### src/rtl/mem_burst_ctrl.sv
// mem_burst_ctrl: turns AXI-style INCR write/read burst commands into
// single-beat accesses on the two ports of a dual-port memory, and returns
// read beats through a 2-entry buffer that can never overflow.
//
// Handshake rule on every valid/ready pair: a transfer happens on the rising
// edge where valid and ready are both high; a source holds valid (and its
// payload) until that edge, and ready may depend combinationally on valid.
//
// Optional build macro: MEM_RAW_ORDER_EN. When defined, a read command is
// only accepted while the write side is idle and no write command is being
// accepted in the same cycle, so a read sees every write already started.
module mem_burst_ctrl #(
  parameter int DATA_WIDTH = 8,
  parameter int ADDR_WIDTH = 10,
  parameter int LEN_WIDTH  = 8
) (
  input  logic                  clk,
  input  logic                  rst_n,
  input  logic                  wr_cmd_valid,
  output logic                  wr_cmd_ready,
  input  logic [ADDR_WIDTH-1:0] wr_cmd_addr,
  input  logic [LEN_WIDTH-1:0]  wr_cmd_len,
  input  logic                  wr_data_valid,
  output logic                  wr_data_ready,
  input  logic [DATA_WIDTH-1:0] wr_data,
  output logic                  wr_resp_valid,
  input  logic                  wr_resp_ready,
  input  logic                  rd_cmd_valid,
  output logic                  rd_cmd_ready,
  input  logic [ADDR_WIDTH-1:0] rd_cmd_addr,
  input  logic [LEN_WIDTH-1:0]  rd_cmd_len,
  output logic                  rd_data_valid,
  input  logic                  rd_data_ready,
  output logic [DATA_WIDTH-1:0] rd_data,
  output logic                  rd_data_last,
  output logic                  mem_write_en,
  output logic                  mem_read_en,
  output logic [ADDR_WIDTH-1:0] mem_write_address,
  output logic [ADDR_WIDTH-1:0] mem_read_address,
  output logic [DATA_WIDTH-1:0] mem_data_in,
  input  logic [DATA_WIDTH-1:0] mem_data_out
);

  typedef enum logic [1:0] {W_IDLE, W_DATA, W_RESP} wr_state_e;
  typedef enum logic       {R_IDLE, R_ISSUE}        rd_state_e;

  localparam logic [ADDR_WIDTH-1:0] ADDR_ONE = ADDR_WIDTH'(1);
  localparam logic [LEN_WIDTH-1:0]  LEN_ONE  = LEN_WIDTH'(1);

  // Command readies stay low during reset and the cycle reset is released in.
  logic rdy_en_q;

  // Ready-enable: rises on the first edge after reset is released.
  always_ff @(posedge clk or negedge rst_n) begin
    if (!rst_n) rdy_en_q <= 1'b0;
    else        rdy_en_q <= 1'b1;
  end

  // ---------------------------------------------------------------- write side
  wr_state_e             wr_state_q, wr_state_d;
  logic [ADDR_WIDTH-1:0] wr_addr_q, wr_addr_d;
  logic [LEN_WIDTH-1:0]  wr_rem_q, wr_rem_d;
  logic                  wr_beat;

  // Write FSM state and burst counters.
  always_ff @(posedge clk or negedge rst_n) begin
    if (!rst_n) begin
      wr_state_q <= W_IDLE;
      wr_addr_q  <= '0;
      wr_rem_q   <= '0;
    end else begin
      wr_state_q <= wr_state_d;
      wr_addr_q  <= wr_addr_d;
      wr_rem_q   <= wr_rem_d;
    end
  end

  // Write FSM: accept a command, stream len+1 beats to memory, then respond.
  always_comb begin
    wr_state_d    = wr_state_q;
    wr_addr_d     = wr_addr_q;
    wr_rem_d      = wr_rem_q;
    wr_cmd_ready  = 1'b0;
    wr_data_ready = 1'b0;
    wr_resp_valid = 1'b0;
    wr_beat       = 1'b0;
    unique case (wr_state_q)
      W_IDLE: begin
        wr_cmd_ready = rdy_en_q;
        if (wr_cmd_valid && rdy_en_q) begin
          wr_addr_d  = wr_cmd_addr;
          wr_rem_d   = wr_cmd_len;
          wr_state_d = W_DATA;
        end
      end
      W_DATA: begin
        wr_data_ready = 1'b1;
        if (wr_data_valid) begin
          wr_beat   = 1'b1;
          wr_addr_d = wr_addr_q + ADDR_ONE;
          wr_rem_d  = wr_rem_q - LEN_ONE;
          if (wr_rem_q == '0) wr_state_d = W_RESP;
        end
      end
      W_RESP: begin
        wr_resp_valid = 1'b1;
        if (wr_resp_ready) wr_state_d = W_IDLE;
      end
      default: wr_state_d = W_IDLE;
    endcase
  end

  // Memory write port is driven straight from the accepted beat.
  always_comb begin
    mem_write_en      = wr_beat;
    mem_write_address = wr_addr_q;
    mem_data_in       = wr_beat ? wr_data : '0;
  end

  // ----------------------------------------------------------------- read side
  rd_state_e             rd_state_q, rd_state_d;
  logic [ADDR_WIDTH-1:0] rd_addr_q, rd_addr_d;
  logic [LEN_WIDTH-1:0]  rd_rem_q, rd_rem_d;
  logic                  rd_issue;
  logic                  rd_credit;
  logic                  rd_pop;
  logic                  rd_cmd_gate;
  logic                  inflight_q;
  logic                  inflight_last_q;
  logic [DATA_WIDTH:0]   fifo_mem_q [2];
  logic                  fifo_wptr_q;
  logic                  fifo_rptr_q;
  logic [1:0]            fifo_count_q;
  logic [2:0]            rd_occupancy;

`ifdef MEM_RAW_ORDER_EN
  assign rd_cmd_gate = (wr_state_q == W_IDLE) && !(wr_cmd_valid && wr_cmd_ready);
`else
  assign rd_cmd_gate = 1'b1;
`endif

  // Beats held or in flight after this edge's pop; issue only if one slot is free.
  assign rd_pop       = rd_data_valid && rd_data_ready;
  assign rd_occupancy = {1'b0, fifo_count_q} + {2'b00, inflight_q} - {2'b00, rd_pop};
  assign rd_credit    = (rd_occupancy < 3'd2);

  // Read FSM state and burst counters.
  always_ff @(posedge clk or negedge rst_n) begin
    if (!rst_n) begin
      rd_state_q <= R_IDLE;
      rd_addr_q  <= '0;
      rd_rem_q   <= '0;
    end else begin
      rd_state_q <= rd_state_d;
      rd_addr_q  <= rd_addr_d;
      rd_rem_q   <= rd_rem_d;
    end
  end

  // Read FSM: accept a command, then issue one memory read per credit.
  always_comb begin
    rd_state_d   = rd_state_q;
    rd_addr_d    = rd_addr_q;
    rd_rem_d     = rd_rem_q;
    rd_cmd_ready = 1'b0;
    rd_issue     = 1'b0;
    unique case (rd_state_q)
      R_IDLE: begin
        rd_cmd_ready = rdy_en_q && rd_cmd_gate;
        if (rd_cmd_valid && rdy_en_q && rd_cmd_gate) begin
          rd_addr_d  = rd_cmd_addr;
          rd_rem_d   = rd_cmd_len;
          rd_state_d = R_ISSUE;
        end
      end
      R_ISSUE: begin
        if (rd_credit) begin
          rd_issue  = 1'b1;
          rd_addr_d = rd_addr_q + ADDR_ONE;
          rd_rem_d  = rd_rem_q - LEN_ONE;
          if (rd_rem_q == '0) rd_state_d = R_IDLE;
        end
      end
      default: rd_state_d = R_IDLE;
    endcase
  end

  assign mem_read_en      = rd_issue;
  assign mem_read_address = rd_addr_q;

  // In-flight marker: memory data is valid the cycle after an issue.
  always_ff @(posedge clk or negedge rst_n) begin
    if (!rst_n) begin
      inflight_q      <= 1'b0;
      inflight_last_q <= 1'b0;
    end else begin
      inflight_q      <= rd_issue;
      inflight_last_q <= rd_issue && (rd_rem_q == '0);
    end
  end

  // Two-entry return buffer of {data, last}; pushed from the in-flight beat.
  always_ff @(posedge clk or negedge rst_n) begin
    if (!rst_n) begin
      for (int i = 0; i < 2; i++) fifo_mem_q[i] <= '0;
      fifo_wptr_q  <= 1'b0;
      fifo_rptr_q  <= 1'b0;
      fifo_count_q <= 2'd0;
    end else begin
      if (inflight_q) begin
        fifo_mem_q[fifo_wptr_q] <= {mem_data_out, inflight_last_q};
        fifo_wptr_q             <= ~fifo_wptr_q;
      end
      if (rd_pop) fifo_rptr_q <= ~fifo_rptr_q;
      unique case ({inflight_q, rd_pop})
        2'b10:   fifo_count_q <= fifo_count_q + 2'd1;
        2'b01:   fifo_count_q <= fifo_count_q - 2'd1;
        default: fifo_count_q <= fifo_count_q;
      endcase
    end
  end

  assign rd_data_valid           = (fifo_count_q != 2'd0);
  assign {rd_data, rd_data_last} = fifo_mem_q[fifo_rptr_q];

endmodule

### config.mk
export PLATFORM = sky130hd
export DESIGN_NAME = mem_burst_ctrl
export DESIGN_NICKNAME = d
export VERILOG_FILES = /design/src/rtl/mem_burst_ctrl.sv
export SDC_FILE = /design/constraint.sdc
export NUM_CORES = 1
export LEC_CHECK = 0
export BUFFER_PORTS_ARGS = -buffer_cell sky130_fd_sc_hd__buf_2
export CORE_MARGIN = 2
export CORE_UTILIZATION = 45
export DETAILED_ROUTE_END_ITERATION = 8
export PLACE_DENSITY_LB_ADDON = 0.1
export SYNTH_ARGS = -nofsm -noshare
export SYNTH_HDL_FRONTEND = slang
export SYNTH_SLANG_ARGS = --single-unit
### constraint.sdc
create_clock -name clk -period 5.65 [get_ports clk]
set_clock_uncertainty 0.15 [all_clocks]
set_input_delay 0.2825 -clock clk [delete_from_list [all_inputs] [get_ports clk]]
set_output_delay 0.2825 -clock clk [all_outputs]
set_load 0.01 [all_outputs]
==> reports/results.tsv, run 1 <==
metric	value	unit
pin count of the biggest net entering global routing	65	
DR pass1 iterations	4	
failing checks	negative hold slack	
CTS max path bufs	2	
Max Freq	0.282	GHz
WL met2	3.96	mm
CP arrival	3.61	ns
CP Buf/Inv Count	0	
CP Max Fanout	19	
first-pass GRT wire length	13.6	mm
Req. time, crit path	5.72	ns
dpl cell area	4110	um^2
CP max-delay cell	a31o_1	
Tightest Pin Transition	0.917	ns
PortBufs	102	
most numerous cell in the Yosys netlist	dfrtp_1	
CP cell instances	or2_2 > and2_1 > ha_1 > nand2b_1 > fa_1 > xnor2_2 > a31o_1 > and4_4 > nor3_2	
relative slew slack	38.9	%
Hold Crit Class	input pin to async pin	
most frequent cells after synthesis	64 x dfrtp_1, 28 x a21oi_1, 28 x nor2_1, 27 x mux2_2, 20 x o21ai_1	
Final Hold Fails	40	
Post-synth top flop	dfrtp_1	
vias	3095	
CTS tree	yes	
Iteration-0 DRC Markers	144	
setup bufs post-CTS	0	
root buf cell	clkbuf_8	
Fillers	709	
Die X	92.7	um
CTS buffer count	9	
Post-DP HPWL	5.90	mm
Mapped Nets	428	
status	complete, but fails checks	
Global Route Usage Sum	20.1	%
ratio of cells with drive above 1 in the final layout	33.9	%
P per Cell Area	580	nW/um^2
Die Ht	92.7	um
startpoint types	flip-flop	
Yosys top cell area share	45.2	%
grt ovf	0	
Post-synth ARST share	100	%
Tmin final	3.55	ns
cell taking the most area after synthesis	dfrtp_1	
Cell Rows	32	
Max Cap Violations	0	
endpoints failing setup	0	
Area growth syn-to-layout	21.7	%
CP Capture Type	flip-flop	
vias per inst	5.48	
clk slew on worst S/H paths	0.07	ns
drt wl/cell	14.8	um
Yosys warnings	0	
FF+latch count, synth	64	
DRC Markers	0	
Tcrit/Tclk final	62.8	%
Synth area leaders	dfrtp_1 45%, mux2_2 8.6%, a21oi_1 4.0%	
metal3 WL	443	um
clock sinks	64	
CP peak stage delay	0.68	ns
Leakage	0.00204	uW
family with the most delay on the worst path	simple AND/OR/NAND/NOR gates	
Die Area	8590	um^2
final net count	526	
EDFF count, synth	0	
final cell area excluding filler cells	4310	um^2
IO Count	103	
worst-skew pair later-pin latency	0.34	ns
maximum VDD drop	0.215	mV
CTS Hold Bufs	0	
diode count	0	
post-synthesis cell count	360	
setup TNS	0	ns
total wire length after detailed routing	8.38	mm
Detail Route Antenna Nets	0	
H-tree Lvls	3	
mapped cell area	3540	um^2
Hold Worst Slack	-0.0259	ns
Initial Utilization	46.1	%
sequential fraction of the synthesis area	45.2	%
PostCTS Resize Cnt	0	
core area	7690	um^2
RSZ-0062 raised after global routing	no	
global placement routability congestion	0.811	
M1 WL	3.84	mm
initial antenna violation count	0	
synthesized area per cell	9.84	um^2
Yosys cell types	58	
vias in the first global route	2912	
CP Class	flip-flop to flip-flop	
Max Slew Vio Count	0	
Top Metal Used	met4	
final cells by class:
type / instances / area, um^2 / share of cell area [%]
flip-flops and latches: 64 / 1600 / 37.2
inverters: 10 / 37.5 / 0.871
clock buffers: 13 / 159 / 3.69
well taps: 102 / 128 / 2.96
repair buffers: 105 / 533 / 12.4
clock inverters: 3 / 40.0 / 0.929
multi-input cells: 268 / 1810 / 42.0
through the flow:
stage	setup WS (ns)	total power [uW]	cells	utilization, %	hold slack, ns
3_5_place_dp	2.14	2110	549	53.5	0.337
4_1_cts	2.10	2520	565	56.0	0.00369
2_1_floorplan	2.70	1800	360	-	-0.163
3_3_place_gp	2.24	2070	549	53.5	0.327
6_report	2.10	2500	565	56.0	-0.0259
5_1_grt	1.84	2730	565	56.0	0.0188
worst reg2reg max path, delay by kind of cell, from the launching register on:
kind	cells	cell delay (ns)
adder cells (fa/ha/maj)	2	0.72
XOR/XNOR	1	0.34
flip-flops	1	0.46
AND/OR/NAND/NOR	5	1.09
AO/OA/AOI/OAI	1	0.68
placed cells by master, fill, tap and decap left out, drive strengths merged, types with 6 or more instances in the layout:
master  instances
nand2          19
a21oi          29
ha              8
mux2i           7
nor2           29
dfrtp          64
o22ai           7
and3           13
mux2           27
and2            6
buf           105
inv            10
clkbuf         13
a22oi           8
o21ai          29
nand3          13
nor3           10
power by group:
group | total [uW] | leakage, uW | internal (uW) | switching [uW]
registers | 878 | 0.000756 | 662 | 217
clock network | 394 | 0.000103 | 227 | 167
logic | 1230 | 0.00118 | 561 | 667
total | 2500 | 0.00204 | 1450 | 1050
layer usage:
metal / GRT usage (%) / vias to the layer above
met1: 27.3 / 1467
met3: 3.34 / 11
met5: 0 / -
met2: 32.1 / 94
li1: - / 1523
met4: 8.21 / 0
kinds of logic (layout without fill, tap and decap cells):
group                      after synthesis  count (layout)  synth area share, %
xor gates and xnor gates                 6               6                 1.70
buffers and inverters                   28             131                 3.67
DFF                                     64              64                 45.2
other                                    1               1                0.106
and+or+nand+nor                        118             118                 17.7
adders and majority gates                9               9                 3.39
AOI/OAI and AO/OA                      100             100                 17.7
muxes                                   34              34                 10.6
path summary, 6_finish.rpt:
check                           startpoint  slack [ns]  cells after the start                   to
setup / recovery           fifo_count_q[1]        2.10                      9          rd_rem_q[5]
hold / removal                       rst_n       -0.03                      2  mem_read_address[7]
setup reg to reg           fifo_count_q[1]        2.10                      9          rd_rem_q[5]
hold reg to reg              fifo_mem_q[1]        0.35                      1        fifo_mem_q[1]
max in group asynchronous            rst_n        4.83                      2          wr_rem_q[0]
min in group clk            rd_cmd_addr[6]        0.02                      3  mem_read_address[6]
sequential cells by signal, indices dropped and copies added, names as in the netlist:
register	cells
rdy_en_q	1
fifo_wptr_q	1
fifo_rptr_q	1
wr_state_q	2
inflight_last_q	1
mem_read_address	10
fifo_mem_q	18
fifo_count_q	2
inflight_q	1
rd_state_q	1
rd_rem_q	8
mem_write_address	10
wr_rem_q	8
Power figures use the tool's default switching activity.
==> inputs of run 2 (changes only) <==
Settings changed: ABC_AREA set to 1.
Clock period 5.65 ns to 3.4 ns, I/O delays scaled along.
==> run 2 against run 1 <==
Sequential cell count did not move. Combinational power rose by 81%. First-iteration DRC count fell by 17%. The run now ends clean. Synthesized cell count rose by 55%. Hold slack improved by 0.029 ns. Utilization rose by 3.7 points. Critical path type unchanged. Clock power rose by 110%.
==> reports/results.tsv, run 2 <==
metric	value	unit
Reg with most FFs	fifo_mem_q	
Synth area leaders	dfrtp_1 41%, nand2_1 19%, inv_1 6.5%	
worst setup path end	rd_rem_q[5]	
Max Slew Vio Count	0	
metal3 WL	426	um
CP peak stage delay	0.43	ns
Hold Worst Slack	0.00318	ns
CP max-delay cell	dfrtp_1	
endpoints failing setup	0	
Top Metal Used	met4	
status	completed	
clk slew on worst S/H paths	0.08	ns
startpoint types	flip-flop	
PortBufs	102	
setup ws final	0.329	ns
Global Route Usage Sum	20.2	%
synthesized area per cell	6.97	um^2
Yosys cell types	34	
pre-CTS WS	0.365	ns
DR pass1 iterations	5	
mapped cell area	3890	um^2
Yosys warnings	0	
CP startpoint	fifo_count_q[1]	
Post-synth top flop	dfrtp_1	
CTS max path bufs	2	
most frequent cells in the layout	192 x nand2_1, 102 x buf_2, 67 x inv_1	
ratio of cells with drive above 1 in the final layout	20.6	%
Cell Rows	33	
Die X	97.0	um
post-synthesis cell count	559	
IO Count	103	
first-pass GRT wire length	16.0	mm
most frequent cells after synthesis	192 x nand2_1, 67 x inv_1, 64 x dfrtp_1, 56 x nor2_1	
CP Class	flip-flop to flip-flop	
Tcrit/Tclk final	90.3	%
M1 WL	4.45	mm
Leakage	0.00276	uW
Post-DP HPWL	6.54	mm
P per Cell Area	911	nW/um^2
H-tree Lvls	3	
family with the most delay on the worst path	simple AND/OR/NAND/NOR gates	
final net count	752	
initial antenna violation count	0	
root buf cell	clkbuf_8	
total wire length after detailed routing	9.28	mm
CP Buf/Inv Count	4	
DRC Markers	0	
Tightest Pin Transition	0.955	ns
grt ovf	0	
worst-skew pair later-pin latency	0.34	ns
core area	8300	um^2
Max Freq	0.326	GHz
CP most frequent cell	nand2_1	
Final Hold Fails	0	
EDFF count, synth	0	
WL met2	4.28	mm
Mapped Nets	627	
reg2reg setup slack	0.33	ns
relative slew slack	36.3	%
pin count of the biggest net entering global routing	43	
post-placement cell count	752	
FF+latch count, synth	64	
clock sinks	64	
CP cell instances	inv_2 > nand2_1 > nand2_1 > inv_1 > ha_1 > or2_2 > fa_1 > inv_1 > nand2_1 > nand2_1 > nand3_2 > nand2_2 > inv_2 > nand2_1 > nand2_1	
CTS tree	yes	
global placement routability congestion	0.852	
reg2reg path depth	15	
most numerous cell in the Yosys netlist	nand2_1	
commonest non-fill, non-tap cell in the layout	nand2_1	
worst r2r src	fifo_count_q[1]	
Die Area	9420	um^2
Stages on worst setup path	15	
Area growth syn-to-layout	27.3	%
CP Capture Type	flip-flop	
PostCTS Resize Cnt	0	
Tmin final	3.07	ns
Non-Filler Instances	794	
CP Max Fanout	21	
setup TNS	0	ns
setup bufs post-CTS	0	
drt wl/cell	11.7	um
vias per inst	4.87	
Die Ht	97.0	um
CP arrival	3.14	ns
Yosys top cell area share	41.1	%
Post-synth ARST share	100	%
R2R Path End	rd_rem_q[5]	
Req. time, crit path	3.47	ns
Iteration-0 DRC Markers	120	
maximum VDD drop	0.358	mV
cell taking the most area after synthesis	dfrtp_1	
diode count	0	
Final Core Density	59.8	%
CTS Hold Bufs	26	
Detail Route Antenna Nets	0	
Initial Utilization	46.9	%
Max Cap Violations	0	
max reg flops	18	
RSZ-0062 raised after global routing	no	
Hold Crit Class	input pin to flip-flop	
vias in the first global route	3660	
vias	3870	
sequential fraction of the synthesis area	41.1	%
CTS buffer count	9	
-- run 2: worst reg2reg max path: cells and delay by family (launching register included) --
family,cells,cell delay (ns)
AND/OR/NAND/NOR,9,1.27
buffers and inverters,4,0.41
flip-flops,1,0.43
adder cells (fa/ha/maj),2,0.70
-- run 2: layer usage --
layer | track usage (%) | vias to the layer above
met5 | 0 | -
met4 | 7.37 | 0
met3 | 3.54 | 11
met2 | 32.4 | 94
met1 | 27.5 | 1760
li1 | - | 2005
-- run 2: how the worst min path moves through the flow --
stage	startpoint	to	slack, ns	cells past startpoint
after global placement	wr_resp_ready	wr_state_q[1]	0.22	2
after detailed placement	wr_resp_ready	wr_state_q[1]	0.22	2
after global routing	rd_cmd_len[1]	rd_rem_q[1]	0.03	5
after CTS	wr_cmd_valid	wr_state_q[0]	0.0009	3
after floorplan	rst_n	fifo_count_q[0]	-0.28	0
final	rd_cmd_len[1]	rd_rem_q[1]	0.003	5
-- run 2: kinds of logic after synthesis --
| group | synth area share [%] |
|---|---|
| DFF | 41.1 |
| buffers and inverters | 10.1 |
| adders and majority gates | 3.08 |
| and+or+nand+nor | 35.0 |
| xor gates and xnor gates | 1.12 |
| other | 0.0963 |
| AOI/OAI and AO/OA | 9.44 |
-- run 2: where the power goes --
group | internal, uW | switching, uW
combinational | 842 | 1390
sequential | 1120 | 343
clock | 526 | 305
total | 2490 | 2030
-- run 2: cell type report --
class	count	area (um^2)
clock buffer	11	151
tap	105	131
inverter	73	279
sequential	64	1600
clock inverter	5	103
multi-input combinational	405	1900
timing repair buffer	131	793
fill	778	3340
-- run 2: stage by stage --
stage	instance area [um^2]	power [uW]
floorplan	3890	3100
global placement	4450	3620
detailed placement	4450	3680
CTS	4960	4560
global route	4960	4980
finish	4960	4520
